[config.mk]
export PLATFORM = sky130hd
export DESIGN_NAME = difftest_commit_queue
export DESIGN_NICKNAME = d
export VERILOG_FILES = /design/src/rtl/difftest_pkg.sv /design/src/rtl/difftest_dpi_sink.sv /design/src/rtl/difftest_commit_queue.sv
export SDC_FILE = /design/constraint.sdc
export NUM_CORES = 2
export LEC_CHECK = 0
export CORE_AREA = 10 10 535 537
export DETAILED_ROUTE_END_ITERATION = 10
export DIE_AREA = 0 0 545 547
export GPL_TIMING_DRIVEN = 0
export PLACE_DENSITY = 0.59
export SYNTH_ARGS = -nofsm -noshare
export SYNTH_HDL_FRONTEND = slang
export SYNTH_SLANG_ARGS = --single-unit
[constraint.sdc]
create_clock -name clock -period 7.5 [get_ports clock]
set_clock_uncertainty 0.2 [all_clocks]
set_input_delay 1.5 -clock clock [delete_from_list [all_inputs] [get_ports clock]]
set_output_delay 1.5 -clock clock [all_outputs]
set_load 0.02 [all_outputs]
[src/rtl/difftest_pkg.sv]
// Shared types for the difftest commit queue: FSM states,
// per-entry commit metadata and the GPR count.
package difftest_pkg;

    localparam int NR_GPR = 32;

    typedef enum logic [1:0] {
        RUN,
        DRAIN,
        DONE
    } state_t;

    typedef struct packed {
        logic [31:0] inst;
        logic        wen;
        logic [4:0]  waddr;
    } commit_entry_t;

endpackage

[src/rtl/difftest_dpi_sink.sv]
// Difftest consumer: reports each dequeued commit with the updated GPR file.
// Compiled only when DIFFTEST_DPI_EN is defined.
`ifdef DIFFTEST_DPI_EN
module difftest_dpi_sink
  import difftest_pkg::*;
#(
  parameter int XLEN = 32
) (
  input  logic                   clock,
  input  logic                   reset,
  input  logic                   deq,
  input  logic [XLEN-1:0]        pc,
  input  logic [31:0]            inst,
  input  logic [NR_GPR*XLEN-1:0] gpr,
  input  logic                   done
);

  logic            deq_q;
  logic            done_q;
  logic [XLEN-1:0] pc_q;
  logic [31:0]     inst_q;

  always_ff @(posedge clock) begin
    if (reset) begin
      deq_q  <= 1'b0;
      done_q <= 1'b0;
      pc_q   <= '0;
      inst_q <= '0;
    end else begin
      deq_q  <= deq;
      done_q <= done;
      pc_q   <= pc;
      inst_q <= inst;
      if (deq_q) begin
        $display("difftest step pc=%h inst=%h",
                 pc_q, inst_q);
        for (int i = 0; i < NR_GPR; i++)
          $display("difftest gpr x%0d=%h",
                   i, gpr[i*XLEN +: XLEN]);
      end
      if (done && !done_q)
        $display("difftest trap done");
    end
  end

endmodule
`endif

[src/rtl/difftest_commit_queue.sv]
// Multi-lane commit queue feeding a difftest checker with a shadow GPR file.
// Define DIFFTEST_DPI_EN to attach the internal DPI sink.
module difftest_commit_queue
    import difftest_pkg::*;
#(
    parameter int XLEN      = 32,
    parameter int NR_COMMIT = 2,
    parameter int DEPTH     = 8
) (
    input  logic                    clock,
    input  logic                    reset,
    input  logic [NR_COMMIT-1:0]    cmt_valid,
    input  logic [NR_COMMIT*XLEN-1:0] cmt_pc,
    input  logic [NR_COMMIT*32-1:0] cmt_inst,
    input  logic [NR_COMMIT-1:0]    cmt_wen,
    input  logic [NR_COMMIT*5-1:0]  cmt_waddr,
    input  logic [NR_COMMIT*XLEN-1:0] cmt_wdata,
    input  logic                    trap,
    input  logic                    sink_ready,
    output logic                    out_valid,
    output logic [XLEN-1:0]         out_pc,
    output logic [31:0]             out_inst,
    output logic                    out_wen,
    output logic [4:0]              out_waddr,
    output logic [XLEN-1:0]         out_wdata,
    output logic [NR_GPR*XLEN-1:0]  shadow_gpr,
    output logic                    stall_req,
    output logic                    overflow,
    output logic                    done,
    output logic [63:0]             retired
);

    localparam int AW = $clog2(DEPTH);
    localparam int PW = AW + 1;
    localparam logic [PW-1:0] DEPTH_P = PW'(DEPTH);
    localparam logic [PW-1:0] NRC_P   = PW'(NR_COMMIT);

    typedef struct packed {
        commit_entry_t   meta;
        logic [XLEN-1:0] pc;
        logic [XLEN-1:0] wdata;
    } slot_t;

    slot_t mem [DEPTH];
    slot_t head;

    logic [PW-1:0] wr_ptr, rd_ptr;
    logic [PW-1:0] level, level_d, free_d, n_enq;
    logic [PW-1:0] off [NR_COMMIT];
    logic          empty, accept, drop, deq, sink_rdy;
    state_t        state, state_d;
    logic [NR_GPR-1:0][XLEN-1:0] gpr;

    assign level     = wr_ptr - rd_ptr;
    assign empty     = (wr_ptr == rd_ptr);
    assign head      = mem[rd_ptr[AW-1:0]];
    assign out_valid = !empty;
    assign out_pc    = head.pc;
    assign out_inst  = head.meta.inst;
    assign out_wen   = head.meta.wen;
    assign out_waddr = head.meta.waddr;
    assign out_wdata = head.wdata;
    assign deq       = out_valid && sink_rdy;
    assign shadow_gpr = gpr;
    assign done      = (state == DONE);

    // Each valid lane lands at its rank among the valid lanes.
    always_comb begin
        n_enq = '0;
        for (int l = 0; l < NR_COMMIT; l++) begin
            off[l] = n_enq;
            n_enq  = n_enq + PW'(cmt_valid[l]);
        end
    end

    assign accept  = (state == RUN) && (n_enq != '0)
                   && ((DEPTH_P - level) >= n_enq);
    assign drop    = (state == RUN) && ((DEPTH_P - level) < n_enq);
    assign level_d = level + (accept ? n_enq : '0) - PW'(deq);
    assign free_d  = DEPTH_P - level_d;

    always_comb begin
        state_d = state;
        case (state)
            RUN:     if (trap) state_d = DRAIN;
            DRAIN:   if (empty) state_d = DONE;
            default: state_d = state;
        endcase
    end

    always_ff @(posedge clock) begin
        if (reset) begin
            wr_ptr    <= '0;
            rd_ptr    <= '0;
            state     <= RUN;
            gpr       <= '0;
            retired   <= '0;
            overflow  <= 1'b0;
            stall_req <= 1'b0;
        end else begin
            state <= state_d;
            if (accept)
                wr_ptr <= wr_ptr + n_enq;
            if (deq) begin
                rd_ptr  <= rd_ptr + PW'(1);
                retired <= retired + 64'd1;
                if (head.meta.wen && head.meta.waddr != 5'd0)
                    gpr[head.meta.waddr] <= head.wdata;
            end
            if (drop)
                overflow <= 1'b1;
            stall_req <= (free_d < NRC_P);
        end
    end

    always_ff @(posedge clock) begin
        for (int l = 0; l < NR_COMMIT; l++) begin
            if (accept && cmt_valid[l]) begin
                mem[wr_ptr[AW-1:0] + off[l][AW-1:0]] <= '{
                    meta:  '{inst:  cmt_inst[l*32 +: 32],
                             wen:   cmt_wen[l],
                             waddr: cmt_waddr[l*5 +: 5]},
                    pc:    cmt_pc[l*XLEN +: XLEN],
                    wdata: cmt_wdata[l*XLEN +: XLEN]
                };
            end
        end
    end

`ifdef DIFFTEST_DPI_EN
    assign sink_rdy = 1'b1;

    difftest_dpi_sink #(
        .XLEN(XLEN)
    ) u_sink (
        .clock (clock),
        .reset (reset),
        .deq   (deq),
        .pc    (out_pc),
        .inst  (out_inst),
        .gpr   (shadow_gpr),
        .done  (done)
    );
`else
    assign sink_rdy = sink_ready;
`endif

endmodule
# Word level (Yosys, flattened, before mapping)
# Memory sizes are Yosys's and may differ from the RTL's. A register that Yosys moved wholly into a read port is not among the register bits.
# Cells that the tools add are included.
[totals]
ramBits = 816
inputBits = 210
regBits = 1100
output_inout_bits = 1194
word_cells = 87
memories = 1
[op_classes]
n_lt_le_gt_ge = 5
n_eq_ne = 5
reduce_logical = 15
add_sub_neg = 10
muxes = 13
[mem_list]
columns = ["memory", "words", "word_bits", "rd", "rd_ports_with_merged_regs", "write_ports", "line_no", "text"]
rows = [
  ["mem", 8, 102, 1, 1, 2, "difftest_commit_queue.sv:44", "slot_t mem [DEPTH];"],
]
[op_table]
columns = ["op", "n"]
rows = [
  ["bitwise mux 1024 bit", 1],
  ["demux 32 bit (select 5 bit)", 1],
  ["adder 64 x 1 -> 64 bit (second input constant)", 1],
  ["2-to-1 mux 32 bit", 1],
  ["adder 4 x 2 -> 4 bit", 2],
  ["logical AND 1 bit", 8],
  ["subtractor 4 bit (first input constant)", 2],
  ["less-than comparator 5 x 6 -> 1 bit (second input constant)", 1],
  ["2-to-1 mux 2 bit", 3],
  ["2-to-1 mux 3 bit", 2],
  [">= comparator 5 x 1 -> 1 bit (second input constant)", 1],
  ["nonzero test 5 bit", 1],
  ["adder 4 x 1 -> 4 bit (second input constant)", 1],
  ["== test 4 bit", 1],
  [">= comparator 4 x 2 -> 1 bit", 1],
  ["less-than comparator 4 x 2 -> 1 bit", 1],
  ["less-than comparator 4 x 2 -> 1 bit (second input constant)", 1],
  ["2-to-1 mux 1 bit", 4],
  ["inequality test 2 bit (second input constant)", 2],
  ["case mux 2 bit (2 select lines)", 1],
  ["nonzero test 4 bit", 1],
  ["subtractor 4 x 1 -> 4 bit", 1],
  ["subtractor 4 bit", 1],
  ["adder 3 x 1 -> 3 bit", 1],
  ["other kinds (8)", 8],
]

# Logic depth before layout (Yosys ltp)
[logic_depth]
ltp_word = 9
ltp_mapped = 22
ltp_nobuf = 20

# Worst setup path before layout
# Ideal clock, no wire load.
[synth_timing]
path_type = "input to register"
start = "input cmt_valid[0]"
end = "memory mem[2][0] (netlist name), enable pin"
t_required_ps = 6841
path_slack_ps = 1231
setup_time_ps = 459
path_buffers = 2
t_arrival_ps = 5610
path_stages = 10
path_cell_list = "ha_1 > inv_1 > ha_1 > nor2b_1 > mux2_2 > and2_1 > a2111oi_0 > buf_2 > buf_2 > a21o_1"
[synth_lines]
columns = ["element", "line_no", "text"]
rows = [
  ["start, declared", "difftest_commit_queue.sv:12", "input logic [NR_COMMIT-1:0] cmt_valid,"],
  ["end, declared", "difftest_commit_queue.sv:44", ""],
]

==> results.md <==
* Placed Cells incl. Taps at 11470
* CTS Buf Count at 213
* Drt drc at 0
* Worst Hold Launch: shadow_gpr[615]
* Data required time of the worst path at 5.80 ns
* Final Setup Violations at 0
* Delay-heaviest family, CP: buffers and inverters
* GR peak layer: met2
* Worst setup path category: reg2out
* Critical Path AT at 5.43 ns
* GR Overflow Total at 0
* Max-cap violations at 0
* GRT Overall Usage at 0.2657
* Period utilisation layout at 0.9509
* Die H at 547 um
* Hold Path Sink: shadow_gpr[615]
* Placement row count at between 150 and 200
* Synth Register Bits at between 1500 and 2000
* CTS clk-pin slew, worst paths at ~0.06 ns
* Pins Over Slew Limit at 0
* LEAKAGE at between 30 and 40 nW
* Via density per instance at 5.439
* DP Area at around 100000 um^2
* First-pass GRT wire length at 556.5 mm
* Post-Route WL at 418.3 mm
* Port Buffer Count at 1402
* Register-to-register path setup slack at 0.98 ns
* Worst Hold Depth at 2
* CP Max Fanout at 10
* Number of nets in the layout at 8205
* Worst slew margin at 0.1352
* Clk sinks at 1919
* Synth async-reset ratio at 0
* H-tree depth at 4
* Syn avg cell area at around 13 um^2
* Net count of the mapped netlist at around 6600
* Clock Path Buffers at 4
* Ys Warns at 0
* Initial DRC Count at 6276
* Bufs and invs on worst path at 6
* Vias in the first global route at 63440
* HP Class: reg2reg
* Skew-Pair Late Insertion Delay at 0.89 ns
* Layout cells sized above 1 at 0.2195
* Non-Filler Instances at 11900
* Final hold vios at 0
* M3 GR Usage at 0.08836
* Post-DP HPWL at roughly 320 mm
* Reg2reg path depth at 17
* Worst-path cell chain: clkbuf_1, buf_2, buf_1, clkbuf_1, buf_1, mux2_2, clkdlybuf4s50_1
* Min Tclk post-route at 7.132 ns
* Number of antenna violations at the first check in global routing at 114
* Worst flop-to-flop path endpoint: mem[0][55]
* Antenna viol nets, final at 0
* Worst Tran Pin Value at 1.297 ns
* RSZ-0062 raised after global routing: false
* Hold WS at 0.2664 ns
* Final instance area at 107100 um^2
* Largest net degree at the start of global routing at 48
* Global routing usage on met1 at 0.2852
* Clk root buf: clkbuf_16
* Fmax at 0.1402 GHz
* CTS tree: yes
* Met2 Usage GRT at 0.4470
* Number of synthesized flops with an enable pin at 816
* Synth cell types at 55
* Worst-case vdd ir drop at 0.0002141 V
* CP endpoint kind: primary output
* Mapped Cells at 6332
* Top Ports at approximately 1400
* Drt first pass iters at 5
* WL/cell at between 30 and 40 um
* Status: completed
* Routability cong. at ~0.95
* DR vias at approximately 65000
* Synthesized area at 80520 um^2
* Sequential share of the synthesized area at 0.5785
* Area grow syn2layout at 32.98%
* Nature of the critical path startpoint: flip-flop
* CP peak stage delay at 0.86 ns
* Ys flop type: dfxtp_1
* Die W at 545 um
* Die area at 298100 um^2
* Crit-path slowest cell: clkbuf_1
* Post-CTS Resized at 0
* Pwr Density at 344.9 nW/um^2
* RR Startpoint: wr_ptr[0]
* Core Footprint at 275500 um^2
* Starting density of the core at 0.2923
## sequential cells by signal, indices dropped and copies added (netlist names), named ones only
signal,cells
retired,64
stall_req,1
overflow,1
mem,816
rd_ptr,4
state,2
wr_ptr,4
shadow_gpr,1024
## what timing repair did
action                     CTS  global route
setup endpoints to repair    0             4
hold buffers                 0             0
setup buffers                0             0
## cell usage after synthesis (15+ instances only)
cell type  count  area share
inv_1         89      0.0041
edfxtp_1     816        0.30
a21oi_1      976       0.061
nor3_1        18      0.0011
buf_2        262       0.016
or3_1         21      0.0016
buf_4         20      0.0019
buf_1         53      0.0025
or4_1         17      0.0016
nand3_1       30      0.0019
mux4_2       202       0.056
ha_1          17      0.0026
a211oi_1     930       0.087
o31ai_1       15      0.0014
mux2_2       917        0.13
dfxtp_1     1103        0.27
nand2_1       42      0.0020
a221oi_1      64      0.0070
nor4_1        19      0.0015
nor2_1       181      0.0084
o21ai_0       22      0.0014
nor2b_1       37      0.0029
clkbuf_1     349       0.016
nand4_1       15      0.0012
xnor2_1       32      0.0035
## power by group
group          internal (mW)  switching (mW)  total [mW]
clock                   6.15            4.62        10.8
sequential              12.1           0.343        12.4
combinational           4.11            9.60        13.7
## worst reg2reg max path, delay by kind of cell (launching register included)
kind                     cells  cell delay, ns
adder cells (fa/ha/maj)      4            1.12
buffers and inverters        8            2.51
flip-flops                   1            0.35
multiplexers                 1            0.28
AO/OA/AOI/OAI                2            1.43
AND/OR/NAND/NOR              2            0.23
## stage by stage
| stage | power (mW) | setup TNS (ns) | setup slack, ns | utilization |
|---|---|---|---|---|
| final | 36.93 | 0 | 0.3679 | 0.3886 |
| after global placement | 26.24 | -2442.11 | -4.235 | 0.3600 |
| after CTS | 37.19 | 0 | 0.07149 | 0.3883 |
| after floorplan | 19.27 | 0 | 1.231 | - |
| after global routing | 38.06 | 0 | 0.1682 | 0.3884 |
| after detailed placement | 26.46 | 0 | 0.1464 | 0.3626 |
## area by class of cell
type                    count  area [um^2]
clock inverters           100         1132
clock buffers             292         5938
repair buffers           1429        14620
well taps                3705         4636
diodes                     40        100.1
flip-flops and latches   1919        46580
inverters                  92        345.3
plain buffers             683         2972
fillers                 26250       168400
multi-input cells        3637        30760
## worst max path at each step
stage,slack [ns],endpoint,depth (start not counted)
after floorplan,1.23,mem[2][0],10
after global placement,-4.24,mem[2][4],11
after detailed placement,0.15,mem[4][4],14
after CTS,0.07,out_inst[26],7
after global routing,0.17,out_pc[28],7
final,0.37,out_pc[22],7
## placed cells by master (no fill, tap or decap), types with 6 or more instances in the layout
master	instances
a211oi_1	930
a21o_4	6
a21oi_1	976
a221oi_1	64
and3_1	7
and4_1	8
buf_1	52
buf_16	15
buf_2	263
buf_4	21
buf_8	7
bufinv_16	17
clkbuf_1	394
clkbuf_16	214
clkbuf_8	29
clkdlybuf4s50_1	1402
clkinv_1	17
clkinv_2	40
clkinvlp_4	7
dfxtp_1	1103
diode_2	40
edfxtp_1	816
ha_1	17
inv_1	89
mux2_2	917
mux4_2	202
nand2_1	42
nand3_1	30
nand3b_1	6
nand4_1	15
nor2_1	181
nor2b_1	37
nor3_1	18
nor4_1	18
nor4_2	7
o21ai_0	22
o31ai_1	15
or3_1	21
or4_1	17
xnor2_1	32
## layer usage
| metal | share of wire | up-vias |
|---|---|---|
| li1 | - | 27930 |
| met1 | 0.34 | 32400 |
| met2 | 0.48 | 3334 |
| met3 | 0.10 | 942 |
| met4 | 0.076 | 108 |
| met5 | 0.0016 | - |
## cells by family after synthesis
| kind of cell | synth area share |
|---|---|
| buffers and inverters | 0.04118 |
| XOR/XNOR | 0.004801 |
| AO/OA/AOI/OAI | 0.1593 |
| multiplexers | 0.1859 |
| adder cells (fa/ha/maj) | 0.003387 |
| flip-flops | 0.5785 |
| AND/OR/NAND/NOR | 0.02696 |
Power figures use the tool's default switching activity.
